**src/rtl/arm_shift_pipe_if.sv**
```systemverilog
// Request/response bundle for the pipelined operand-2 shifter.
// The master side issues requests and consumes results; the shifter is the slave.
interface arm_shift_pipe_if #(
  parameter int DATA_W = 32
);
  localparam int SH_W = $clog2(DATA_W);

  logic              in_valid;
  logic              in_ready;
  logic [1:0]        mode;
  logic [1:0]        shift_type;
  logic [DATA_W-1:0] rm_data;
  logic [SH_W-1:0]   shamt_imm;
  logic [7:0]        rs_amt;
  logic [7:0]        imm8;
  logic [3:0]        rot;
  logic [23:0]       br_off;
  logic              carry_in;
  logic              out_valid;
  logic              out_ready;
  logic [DATA_W-1:0] result;
  logic              carry_out;

  modport master (
    output in_valid, mode, shift_type, rm_data, shamt_imm, rs_amt,
           imm8, rot, br_off, carry_in, out_ready,
    input  in_ready, out_valid, result, carry_out
  );

  modport slave (
    input  in_valid, mode, shift_type, rm_data, shamt_imm, rs_amt,
           imm8, rot, br_off, carry_in, out_ready,
    output in_ready, out_valid, result, carry_out
  );
endinterface

```
**src/rtl/arm_shift_pipe.sv**
```systemverilog
// Two-stage ARM operand-2 shifter. Stage 1 decodes the request into an
// operation plus a 9-bit effective amount; stage 2 computes result/carry and
// holds them as the output register until the consumer takes them.
module arm_shift_pipe #(
  parameter int DATA_W   = 32,
  parameter int BR_SHIFT = 2
) (
  input  logic           clk,
  input  logic           reset,
  arm_shift_pipe_if.slave bus
);
  localparam int         SH_W = $clog2(DATA_W);
  localparam logic [8:0] W9   = 9'(DATA_W);

  typedef enum logic [2:0] {
    OP_LSL, OP_LSR, OP_ASR, OP_ROR, OP_RRX, OP_ROTIMM, OP_BRANCH
  } op_t;

  op_t               d_op, s1_op;
  logic [8:0]        d_amt, s1_amt;
  logic [DATA_W-1:0] d_rm, s1_rm;
  logic              s1_cin, s1_valid, s1_adv;
  logic              s2_valid, s2_carry;
  logic [DATA_W-1:0] s2_result;

  logic [DATA_W-1:0] nx_result;
  logic              nx_carry;
  logic [DATA_W:0]   lsl_w, lsr_w;
  logic signed [DATA_W:0] asr_w;
  logic [8:0]        asr_n;
  logic [SH_W-1:0]   rot_n;
  logic [DATA_W-1:0] rot_v;

  assign s1_adv        = !s2_valid || bus.out_ready;
  assign bus.in_ready  = !s1_valid || s1_adv;
  assign bus.out_valid = s2_valid;
  assign bus.result    = s2_result;
  assign bus.carry_out = s2_carry;

  // Decode the request into an operation and effective amount. Amount 0 on
  // the LSL path means pass-through with the incoming carry.
  always_comb begin
    d_op  = OP_LSL;
    d_amt = '0;
    d_rm  = bus.rm_data;
    unique case (bus.mode)
      2'b00: begin
        d_amt = 9'(bus.shamt_imm);
        unique case (bus.shift_type)
          2'b00: d_op = OP_LSL;
          2'b01: begin
            d_op = OP_LSR;
            if (bus.shamt_imm == '0) d_amt = W9;
          end
          2'b10: begin
            d_op = OP_ASR;
            if (bus.shamt_imm == '0) d_amt = W9;
          end
          default: d_op = (bus.shamt_imm == '0) ? OP_RRX : OP_ROR;
        endcase
      end
      2'b01: begin
        d_amt = {1'b0, bus.rs_amt};
        if (bus.rs_amt == 8'd0) begin
          d_op = OP_LSL;
        end else begin
          unique case (bus.shift_type)
            2'b00:   d_op = OP_LSL;
            2'b01:   d_op = OP_LSR;
            2'b10:   d_op = OP_ASR;
            default: d_op = OP_ROR;
          endcase
        end
      end
      2'b10: begin
        d_op  = OP_ROTIMM;
        d_amt = {4'b0, bus.rot, 1'b0};
        d_rm  = DATA_W'(bus.imm8);
      end
      default: begin
        d_op = OP_BRANCH;
        d_rm = {{(DATA_W-24){bus.br_off[23]}}, bus.br_off};
      end
    endcase
  end

  // Stage-1 valid flag: refills whenever the stage is empty or moving on.
  always_ff @(posedge clk) begin
    if (reset)             s1_valid <= 1'b0;
    else if (bus.in_ready) s1_valid <= bus.in_valid;
  end

  // Stage-1 operand capture on an accepted request.
  always_ff @(posedge clk) begin
    if (bus.in_ready && bus.in_valid) begin
      s1_op  <= d_op;
      s1_amt <= d_amt;
      s1_rm  <= d_rm;
      s1_cin <= bus.carry_in;
    end
  end

  // Shift datapath. The extra bit on each wide shift catches the last bit
  // shifted out, which is the ARM carry for every amount including >= W.
  always_comb begin
    lsl_w = {1'b0, s1_rm} << s1_amt;
    lsr_w = {s1_rm, 1'b0} >> s1_amt;
    asr_n = (s1_amt > W9) ? W9 : s1_amt;
    asr_w = $signed({s1_rm, 1'b0}) >>> asr_n;
    rot_n = s1_amt[SH_W-1:0];
    rot_v = (s1_rm >> rot_n) | (s1_rm << (W9 - 9'(rot_n)));
    nx_result = s1_rm;
    nx_carry  = s1_cin;
    unique case (s1_op)
      OP_LSL: if (s1_amt != '0) begin
        nx_result = lsl_w[DATA_W-1:0];
        nx_carry  = lsl_w[DATA_W];
      end
      OP_LSR: if (s1_amt != '0) begin
        nx_result = lsr_w[DATA_W:1];
        nx_carry  = lsr_w[0];
      end
      OP_ASR: if (s1_amt != '0) begin
        nx_result = asr_w[DATA_W:1];
        nx_carry  = asr_w[0];
      end
      OP_ROR: if (s1_amt != '0) begin
        nx_result = rot_v;
        nx_carry  = rot_v[DATA_W-1];
      end
      OP_RRX: begin
        nx_result = {s1_cin, s1_rm[DATA_W-1:1]};
        nx_carry  = s1_rm[0];
      end
      OP_ROTIMM: begin
        nx_result = rot_v;
        nx_carry  = (s1_amt == '0) ? s1_cin : rot_v[DATA_W-1];
      end
      default: nx_result = s1_rm << BR_SHIFT;
    endcase
  end

  // Output register: loads when the consumer side frees it, holds on stall.
  always_ff @(posedge clk) begin
    if (reset) begin
      s2_valid  <= 1'b0;
      s2_result <= '0;
      s2_carry  <= 1'b0;
    end else if (s1_adv) begin
      s2_valid <= s1_valid;
      if (s1_valid) begin
        s2_result <= nx_result;
        s2_carry  <= nx_carry;
      end
    end
  end
endmodule

```
**src/flat_wrapper.sv**
```systemverilog
// flat-port wrapper written by rule: the top's interface ports become plain ports
module arm_shift_pipe_flat 
#(
  parameter int DATA_W   = 32,
  parameter int BR_SHIFT = 2
)
  (clk, reset, bus_in_valid, bus_mode, bus_shift_type, bus_rm_data, bus_shamt_imm, bus_rs_amt, bus_imm8, bus_rot, bus_br_off, bus_carry_in, bus_out_ready, bus_in_ready, bus_out_valid, bus_result, bus_carry_out);
  arm_shift_pipe_if #(.DATA_W(DATA_W)) bus_i ();
  input  logic clk;
  input  logic reset;
  input wire logic [$bits(bus_i.in_valid)-1:0] bus_in_valid;
  input wire logic [$bits(bus_i.mode)-1:0] bus_mode;
  input wire logic [$bits(bus_i.shift_type)-1:0] bus_shift_type;
  input wire logic [$bits(bus_i.rm_data)-1:0] bus_rm_data;
  input wire logic [$bits(bus_i.shamt_imm)-1:0] bus_shamt_imm;
  input wire logic [$bits(bus_i.rs_amt)-1:0] bus_rs_amt;
  input wire logic [$bits(bus_i.imm8)-1:0] bus_imm8;
  input wire logic [$bits(bus_i.rot)-1:0] bus_rot;
  input wire logic [$bits(bus_i.br_off)-1:0] bus_br_off;
  input wire logic [$bits(bus_i.carry_in)-1:0] bus_carry_in;
  input wire logic [$bits(bus_i.out_ready)-1:0] bus_out_ready;
  output wire logic [$bits(bus_i.in_ready)-1:0] bus_in_ready;
  output wire logic [$bits(bus_i.out_valid)-1:0] bus_out_valid;
  output wire logic [$bits(bus_i.result)-1:0] bus_result;
  output wire logic [$bits(bus_i.carry_out)-1:0] bus_carry_out;
  assign bus_i.in_valid = bus_in_valid;
  assign bus_i.mode = bus_mode;
  assign bus_i.shift_type = bus_shift_type;
  assign bus_i.rm_data = bus_rm_data;
  assign bus_i.shamt_imm = bus_shamt_imm;
  assign bus_i.rs_amt = bus_rs_amt;
  assign bus_i.imm8 = bus_imm8;
  assign bus_i.rot = bus_rot;
  assign bus_i.br_off = bus_br_off;
  assign bus_i.carry_in = bus_carry_in;
  assign bus_i.out_ready = bus_out_ready;
  assign bus_in_ready = bus_i.in_ready;
  assign bus_out_valid = bus_i.out_valid;
  assign bus_result = bus_i.result;
  assign bus_carry_out = bus_i.carry_out;
  arm_shift_pipe #(.DATA_W(DATA_W), .BR_SHIFT(BR_SHIFT)) u_core (.clk(clk), .reset(reset), .bus(bus_i));
endmodule
```
**config.mk**
```make
export PLATFORM = sky130hd
export DESIGN_NAME = arm_shift_pipe_flat
export DESIGN_NICKNAME = d
export VERILOG_FILES = /design/src/rtl/arm_shift_pipe_if.sv /design/src/rtl/arm_shift_pipe.sv /design/src/flat_wrapper.sv
export SDC_FILE = /design/constraint.sdc
export NUM_CORES = 1
export LEC_CHECK = 0
export BUFFER_PORTS_ARGS = -buffer_cell sky130_fd_sc_hd__buf_2
export CAP_MARGIN = 40
export CELL_PAD_IN_SITES_DETAIL_PLACEMENT = 1
export CELL_PAD_IN_SITES_GLOBAL_PLACEMENT = 2
export CORE_MARGIN = 2
export CORE_UTILIZATION = 24
export CTS_CLUSTER_SIZE = 25
export DETAILED_ROUTE_END_ITERATION = 16
export PLACE_DENSITY = 0.6
export SETUP_SLACK_MARGIN = 0.15
export SYNTH_ARGS = -nofsm -noshare
export SYNTH_HDL_FRONTEND = slang
export SYNTH_SLANG_ARGS = --single-unit
```
**constraint.sdc**
```tcl
create_clock -name clk -period 6.96 [get_ports clk]
set_input_delay 1.044 -clock clk [delete_from_list [all_inputs] [get_ports clk]]
set_output_delay 1.044 -clock clk [all_outputs]
set_load 0.01 [all_outputs]
```
# Word level (Yosys, flattened, before mapping)
# Cells that the tools add are included.
[totals] wordCells=61 inputBits=90 out_inout_bits=35 ff_bits=80
[op_classes] shifts=5 n_mux=21 reduce_logical=15 bitwise_logic=1 order_cmp=1 eq_ne=9 n_addsub=1
[op_table] operator="$pmux W32 S6" n=1
[op_table] operator="$mux W32" n=4
[op_table] operator="$pmux W32 S2" n=1
[op_table] operator="$shl A32 B9 Y33" n=1
[op_table] operator="$shr A33 B9 Y33" n=1
[op_table] operator="$sshr A33 B9 Y33" n=1
[op_table] operator="$or A32 B32 Y32" n=1
[op_table] operator="$shl A32 B9 Y32" n=1
[op_table] operator="$shr A32 B5 Y32" n=1
[op_table] operator="$pmux W9 S3" n=1
[op_table] operator="$mux W9" n=2
[op_table] operator="$pmux W3 S3" n=2
[op_table] operator="$gt A9 B6 Y1 const B" n=1
[op_table] operator="$logic_not A9 Y1" n=1
[op_table] operator="$reduce_bool A9 Y1" n=1
[op_table] operator="$logic_not A8 Y1" n=1
[op_table] operator="$sub A6 B5 Y7 const A" n=1
[op_table] operator="$eq A3 B2 Y1 const B" n=2
[op_table] operator="$eq A3 B3 Y1 const B" n=2
[op_table] operator="$mux W3" n=2
[op_table] operator="$mux W6" n=1
[op_table] operator="$pmux W1 S6" n=1
[op_table] operator="$pmux W2 S3" n=1
[op_table] operator="$logic_not A5 Y1" n=1
[op_table] operator="11 further kinds" n=21

# Longest topological paths before layout
# Gate-level depths: netlist (run 1).
[logic_depth] depth_word=5 ltp_mapped=17 ltp_nobuf=9

# Least setup slack after synthesis (run 1)
# Ideal clock, no wire load.
[synth_timing] path_kind="reg-to-reg" from="reg u_core.s1_amt[1]" to="reg u_core.s2_result[0] (netlist: u_core.bus.result[0])" setup_slack_ps=2907 n_path_buf=5 path_stages_with_launch=15 arrival_time_ps=3979 required_ps=6886 cell_sequence="edfxtp_1 -> buf_2 -> clkinv_1 -> buf_2 -> buf_2 -> clkbuf_1 -> ha_1 -> or4b_4 -> buf_6 -> a21oi_4 -> mux2_2 -> or3_1 -> and3_1 -> or4_1 -> a31oi_1"
[synth_via] elab_chain_len=5 word_cells_on_any_way=15
[synth_rtl] item="from (decl)" line="arm_shift_pipe.sv:20" source="logic [8:0] d_amt, s1_amt;"
[synth_rtl] item="from (signal assigned)" line="arm_shift_pipe.sv:97" source="s1_amt <= d_amt;"
[synth_rtl] item="$gt A9 B6 Y1 / $sub A6 B5 Y7 (equally long branches)" line="arm_shift_pipe.sv:108, arm_shift_pipe.sv:111"
[synth_rtl] item="$mux W9 / $shl A32 B9 Y32 (equally long branches)" line="arm_shift_pipe.sv:108, arm_shift_pipe.sv:111"
[synth_rtl] item="$sshr A33 B9 Y33 / $or A32 B32 Y32 (equally long branches)" line="arm_shift_pipe.sv:109, arm_shift_pipe.sv:111"
[synth_rtl] item="$mux W32, on equally long branches" line="arm_shift_pipe.sv:123, arm_shift_pipe.sv:127"
[synth_rtl] item="$pmux W32 S6 (*)" line="arm_shift_pipe.sv:114" source="unique case (s1_op)"
[synth_rtl] item="to (signal assigned)" line="arm_shift_pipe.sv:152" source="s2_result <= nx_result;"
[synth_rtl] item="to (decl)" line="arm_shift_pipe.sv:24" source="logic [DATA_W-1:0] s2_result;"
# Mark *: on every way between the ends. The rest lies on a longest branch, timed or not.
# A chain may end at the register's enable or synchronous reset.

# Final worst setup path (run 1)
[layout_timing] from="reg u_core.s1_amt[0]" to="reg u_core.s2_result[19] (netlist: u_core.bus.result[19])"
# The elaborated chain is that of the path after synthesis.

==> results.yml, run 1 <==
clocking:
  tritoncts: "built"
  h-tree-depth: 3
  clk_pin_slew_ns: 0.07
  cts_sinks: 79
  post-cts-setup-buffer-count: 0
  numCtsBuffers: 9
  insertion_delay_ns: 0.39
  clockRootBuffer: "clkbuf_16"
  cts_max_path_buffers: 2
  post_cts_resized: 0
  cts_hold_buffers: 0
timing:
  whs_ns: 0.4844
  rsz0062_at_grt: "no"
  worst_slack_ns: 2.031
  setup_viol_count_final: 0
  fin_crit_sh: 0.7083
  slew_headroom: 0.3303
  skew_ns: 0.01486
  finalSetupTns_ns: 0
  worst_slew_pin_slew_ns: 1.004
  finalMaxSlewViolations: 0
  finalCriticalPeriod_ns: 4.929
  hold_viol_final: 0
  clock.fmax_ghz: 0.2029
cells_and_area:
  nFillCells: 7198
  syn_to_final_growth_pct: 12.78
  nNetsFinal: 1981
  fin_cells: 2676
  final_cell_mix: "nand2_1 (178), nor2_1 (162), o21ai_0 (137)"
  drive_gt1_frac: 0.2299
  final_common_cell: "nand2_1"
grt:
  grt_max_degree: 110
  grt_pass1_wl_um: 142300
  antenna_found_initial: 5
  overflow: 0
  grtUsageTotal: 0.3194
  grt_pass1_vias: 17787
floorplanning:
  fp.dieArea_um2: 62390
  initial_core_util: 0.2415
  die_h_um: 249.8
  die_w_um: 249.8
  core_um2: 60020
  pin_count: 125
  num_rows: 90
setup_path:
  start_kind: "register"
  cp_data_arrival_time_ns: 5.19
  worstPathRequired_ns: 7.22
  path_max_fanout: 20
  r2r_cells: 10
  critPathCaptureType: "register"
  path_class: "register to register"
min_path:
  hold_path_class: "register to register"
  holdPathStages: 2
synth:
  ys_warn_count: 0
  synth_edf_count: 44
  ys_async_sr_fraction: 0
  synth_area_um2: 14500
  synth_top_flop_cell: "edfxtp_1"
  ys_seq_area_frac: 0.1395
  yosysUniqueCellTypes: 93
  synth_fp_nets: 1971
  avgSynthCellArea_um2: 7.724
  synth-seq-cells: 79
  syn_inst: 1877
placement:
  place_congestion: 1.083
  dp.final_hpwl_um: 73060
  pre_cts_ws_ns: 2.205
  dpl.cell_count: 2658
  port-buffer-count: 124
drt:
  totalWireLength_um: 102700
  dr.first_iter.drc_count: 2736
  drc_errors: 0
  dr.pass1.iters: 6
  final_antenna_net_count: 0
  viasPerCell: 6.817
  vias: 18241
  wl_per_cell_um: 38.37
pwr:
  leakage_nw: 5.877
  p_total_w: 0.002758
  ir_worst_vdd_uv: 133.8
  powerDensity_nw_per_um2: 168.7
status:
  status: "completed"
run:
  maxCapViolCount: 0
## cells in the mapped netlist, types with 14 or more instances
cell	count	area, µm²
nand2_1	179	671.9
nor2_1	166	623.1
clkbuf_1	158	593.1
o21ai_0	137	685.7
mux2i_1	122	1221
a21oi_1	113	565.5
mux4_2	96	2162
nor3_1	59	295.3
a211oi_1	52	390.4
nand3_1	49	245.2
edfxtp_1	44	1321
buf_2	42	210.2
mux2_2	42	473.0
inv_1	41	153.9
o211ai_1	40	300.3
dfxtp_1	35	700.7
a31oi_1	31	193.9
o22ai_1	30	187.7
o221ai_1	28	245.2
buf_1	20	75.07
o31ai_1	19	142.6
or3_1	17	106.4
a22oi_1	16	120.1
and2_1	16	100.1
nand2b_1	16	100.1
a211o_1	15	131.4
a221oi_1	15	131.4
nor2b_1	14	87.58
## metrics by stage
| step | util | instance area, µm² |
|---|---|---|
| 2_1_floorplan | - | 14500 |
| 3_3_place_gp | 0.2655 | 15940 |
| 3_5_place_dp | 0.2673 | 16040 |
| 4_1_cts | 0.2723 | 16350 |
| 5_1_grt | 0.2723 | 16350 |
| 6_report | 0.2724 | 16350 |
## final cells by class
type / count / area (µm²) / share of cell area
sequential: 79 / 2022 / 0.1237
multi-input combinational: 1519 / 11380 / 0.6962
antenna: 2 / 5.005 / 0.0003061
timing repair buffer: 232 / 1485 / 0.09083
clock buffer: 9 / 225.2 / 0.01377
clock inverter: 7 / 78.83 / 0.004821
inverter: 46 / 172.7 / 0.01056
tap: 782 / 978.4 / 0.05984
## state kept, by name (all words and copies together), names as in the netlist
name and cells:
u_core.bus.result 32, u_core.s1_rm 32, u_core.s1_amt 8, u_core.s1_op 3, u_core.bus.carry_out 1, u_core.bus.out_valid 1
u_core.s1_cin 1, u_core.s1_valid 1
## path summary, 6_finish.rpt
kind                          from               endpoint  slack (ns)
max               u_core.s1_amt[0]  u_core.bus.result[19]        2.03
min          u_core.bus.result[23]  u_core.bus.result[23]        0.48
max reg2reg       u_core.s1_amt[0]  u_core.bus.result[19]        2.03
min reg2reg  u_core.bus.result[23]  u_core.bus.result[23]        0.48
## report_power, final
part | switching, W | internal (W)
Sequential | 0.0000306 | 0.000531
Combinational | 0.00114 | 0.000533
Clock | 0.000247 | 0.000282
## cell families after synthesis
logic type | count (synthesis) | share of synthesized area
AOI/OAI and AO/OA | 652 | 0.3097
xor gates and xnor gates | 2 | 0.001208
adders and majority gates | 4 | 0.003452
buffers and inverters | 279 | 0.08052
DFF | 79 | 0.1395
muxes | 260 | 0.2660
and+or+nand+nor | 601 | 0.1997
## critical path, cell delays in order, from the launching register on
cell	delay [ns]
edfxtp_1	0.44
inv_1	0.08
buf_4	0.35
ha_2	0.51
or4b_4	0.69
a21oi_4	0.68
mux2i_1	0.27
a22oi_1	0.57
mux2i_1	0.40
and2_1	0.25
or4_1	0.53
## routing by layer
| layer | vias up | track usage | wire, µm |
|---|---|---|---|
| met3 | 321 | 0.07384 | 11330 |
| li1 | 7340 | - | - |
| met1 | 9128 | 0.4289 | 42060 |
| met5 | - | 0 | 46 |
| met2 | 1446 | 0.4657 | 42430 |
| met4 | 6 | 0.1871 | 6817 |
(Power assumes the default switching activity.)
==> run 2: changes to the inputs <==
--- a/config.mk
+++ b/config.mk
@@ -5,6 +5,7 @@
 export SDC_FILE = /design/constraint.sdc
 export NUM_CORES = 1
 export LEC_CHECK = 0
+export ABC_AREA = 1
 export BUFFER_PORTS_ARGS = -buffer_cell sky130_fd_sc_hd__buf_2
 export CAP_MARGIN = 40
 export CELL_PAD_IN_SITES_DETAIL_PLACEMENT = 1
@@ -13,7 +14,7 @@
 export CORE_UTILIZATION = 24
 export CTS_CLUSTER_SIZE = 25
 export DETAILED_ROUTE_END_ITERATION = 16
-export PLACE_DENSITY = 0.6
+export PLACE_DENSITY = 0.69
 export SETUP_SLACK_MARGIN = 0.15
 export SYNTH_ARGS = -nofsm -noshare
 export SYNTH_HDL_FRONTEND = slang
==> constraint.sdc (replaced) <==
create_clock -name clk -period 4.8 [get_ports clk]
set_input_delay 0.72 -clock clk [delete_from_list [all_inputs] [get_ports clk]]
set_output_delay 0.72 -clock clk [all_outputs]
set_load 0.01 [all_outputs]
==> results.yml, run 2 <==
clocking:
  tritoncts: "built"
  post-cts-setup-buffer-count: 0
  cts_max_path_buffers: 2
  numCtsBuffers: 9
  clockRootBuffer: "clkbuf_16"
  cts_hold_buffers: 0
  clk_pin_slew_ns: 0.08
  post_cts_resized: 0
  h-tree-depth: 3
  insertion_delay_ns: 0.36
  cts_sinks: 79
floorplanning:
  num_rows: 84
  initial_core_util: 0.2431
  die_h_um: 234.9
  die_w_um: 234.9
  core_um2: 52660
  pin_count: 125
  fp.dieArea_um2: 55200
setup_path:
  r2r_start: "u_core.s1_amt[1]"
  start_kind: "register"
  critPathCaptureType: "register"
  max_stage_delay_ns: 0.44
  reg2reg_slack_ns: 1.00
  path_class: "register to register"
  path_max_fanout: 24
  slowest_stage: "edfxtp_1"
  crit_path_start: "u_core.s1_amt[1]"
  r2r_cells: 19
  cp_data_arrival_time_ns: 4.09
  path_cells: "inv_4, ha_1, nand2_1, nor2_4, nand2_2, nand2_1, inv_2, nor2_2, buf_4, nand3_1, nand4_1, nand2_1, nand2_1, inv_1, nand2_1, nand2_1, nand2_1, nand2_1, a21oi_1"
  cp-endpoint: "u_core.bus.result[27]"
  r2r-end: "u_core.bus.result[27]"
  worstPathRequired_ns: 5.09
  cp_common_cell: "nand2_1"
pwr:
  power_frac_seq: 0.238
  clkPwrFrac: 0.223
  leakage_nw: 6.769
  powerDensity_nw_per_um2: 255.8
  power_switching_share: 0.5172
  p_int_w: 0.001784
  p_comb_frac: 0.539
  switchingPower_w: 0.001911
  ir_worst_vdd_uv: 181.9
status:
  status: "completed"
grt:
  grt_max_degree: 74
  grtUsageTotal: 0.3052
  use_met3: 0.04300
  grt_pass1_wl_um: 124900
  grt_busiest_layer: "met2"
  grt_pass1_vias: 18025
  grtUsageMet1: 0.4009
  antenna_found_initial: 2
  overflow: 0
  grt_use_met2: 0.4633
timing:
  finalSetupTns_ns: 0
  slew_headroom: 0.3598
  hold_viol_final: 0
  skew_ns: 0.01603
  finalCriticalPeriod_ns: 3.799
  worst_slew_pin_slew_ns: 0.9593
  finalMaxSlewViolations: 0
  worst_slack_ns: 1.001
  rsz0062_at_grt: "no"
  fin_crit_sh: 0.7914
  setup_viol_count_final: 0
  clock.fmax_ghz: 0.2633
cells_and_area:
  nNetsFinal: 2570
  nFillCells: 7110
  drive_gt1_frac: 0.1056
  syn_to_final_growth_pct: 12.84
  final_common_cell: "nand2_1"
  final_cell_mix: "nand2_1 (850), nand3_1 (510), o21ai_0 (179)"
synth:
  synth_edf_count: 44
  synth_top_area_cell: "nand2_1"
  ys_warn_count: 0
  synth.top_cell.area_share: 0.2496
  synth-compound-area-share: 0.1949
  synth_common_cells: "nand2_1 (851), nand3_1 (510), o21ai_0 (179)"
  yosysUniqueCellTypes: 47
  yosys.area_share.simple: 0.5280
  synth.most_common_cell: "nand2_1"
  synth_top_flop_cell: "edfxtp_1"
  ys_seq_area_frac: 0.1580
  synth_fp_nets: 2544
  synth.area.top_cells: "nand2_1 (25%), nand3_1 (20%), edfxtp_1 (10%)"
  synth_mux_area_frac: 0.008602
  synth_top_family_by_area: "simple AND/OR/NAND/NOR gates"
  ys_async_sr_fraction: 0
  avgSynthCellArea_um2: 5.224
  synth_area_um2: 12800
  synth_xor_area_frac: 0.0006843
  synthAdderAreaFrac: 0.003910
  syn_inst: 2450
  synth-seq-cells: 79
drt:
  viasPerCell: 5.790
  totalWireLength_um: 87100
  wl_per_cell_um: 27.46
  final_antenna_net_count: 0
  vias: 18366
  drc_errors: 0
  dr.first_iter.drc_count: 2106
  dr.pass1.iters: 5
placement:
  place_congestion: 0.9772
  port-buffer-count: 124
  pre_cts_ws_ns: 1.082
  dp.final_hpwl_um: 66910
min_path:
  hold_path_class: "register to register"
run:
  maxCapViolCount: 0
run 2: cell types whose count changed after synthesis, sizes merged, moves of 52 or more:
cell,delta
clkbuf,-69
nand3,+461
o21ai,+56
inv,+106
nand2,+679
a211oi,-53
mux2i,-111
nor3,-52
mux4,-96
run 2: cell type report:
| type | count | area, µm² | share of cell area |
|---|---|---|---|
| inverter | 149 | 561.8 | 0.03889 |
| clock buffer | 10 | 239.0 | 0.01655 |
| timing repair buffer | 193 | 1209 | 0.08368 |
| clock inverter | 6 | 100.1 | 0.006930 |
| tap | 688 | 860.8 | 0.05960 |
| sequential | 79 | 2022 | 0.1400 |
| antenna | 3 | 7.507 | 0.0005197 |
| multi-input combinational | 2044 | 9444 | 0.6538 |
run 2: worst min-delay path by stage:
| stage | startpoint | slack [ns] | endpoint | cells after the start |
|---|---|---|---|---|
| floorplan | u_core.bus.carry_out | 0.49 | u_core.bus.carry_out | 2 |
| global placement | u_core.bus.result[7] | 0.45 | u_core.bus.result[7] | 2 |
| detailed placement | u_core.bus.result[12] | 0.46 | u_core.bus.result[12] | 2 |
| CTS | u_core.bus.result[12] | 0.47 | u_core.bus.result[12] | 2 |
| global route | u_core.bus.result[7] | 0.49 | u_core.bus.result[7] | 2 |
| finish | u_core.bus.result[13] | 0.48 | u_core.bus.result[13] | 2 |
run 2: logic make-up (layout without fill, tap and decap cells):
kind of cell / Yosys count / count (layout)
fa+ha+maj: 4 / 4
compound gates: 450 / 450
simple gates: 1578 / 1578
flops: 79 / 79
mux: 11 / 11
buf+inv: 327 / 358
other cells: 0 / 3
xor+xnor: 1 / 1
run 2: power groups by stage:
stage	Clock, W	Combinational (W)	Sequential, W
after floorplan	0	0.00120	0.000822
after global placement	0	0.00191	0.000884
after detailed placement	0	0.00194	0.000885
after CTS	0.000831	0.00195	0.000871
after global routing	0.000854	0.00215	0.000874
final	0.000823	0.00199	0.000879
run 2: per-stage QoR:
step	area [µm²]	total power (W)	util	instances	hold slack [ns]
2_1_floorplan	12800	0.002019	-	2450	0.4900
3_5_place_dp	14100	0.002830	0.2677	3153	0.4644
6_report	14440	0.003694	0.2743	3172	0.4765
5_1_grt	14440	0.003877	0.2742	3169	0.4948
3_3_place_gp	13990	0.002797	0.2656	3146	0.4525
4_1_cts	14440	0.003653	0.2742	3169	0.4741
run 2: worst max-delay path: cells and delay by family (launching register included):
family,cells,cell delay (ns)
and+or+nand+nor,13,2.21
adders and majority gates,1,0.20
AOI/OAI and AO/OA,1,0.13
DFF,1,0.44
buffers and inverters,4,0.69
run 2: layer usage:
metal	vias up	wire [µm]	part of all wire
li1	8288	-	-
met5	-	17	0.00020
met4	4	6801	0.078
met2	862	37220	0.43
met1	8969	36820	0.42
met3	243	6241	0.072
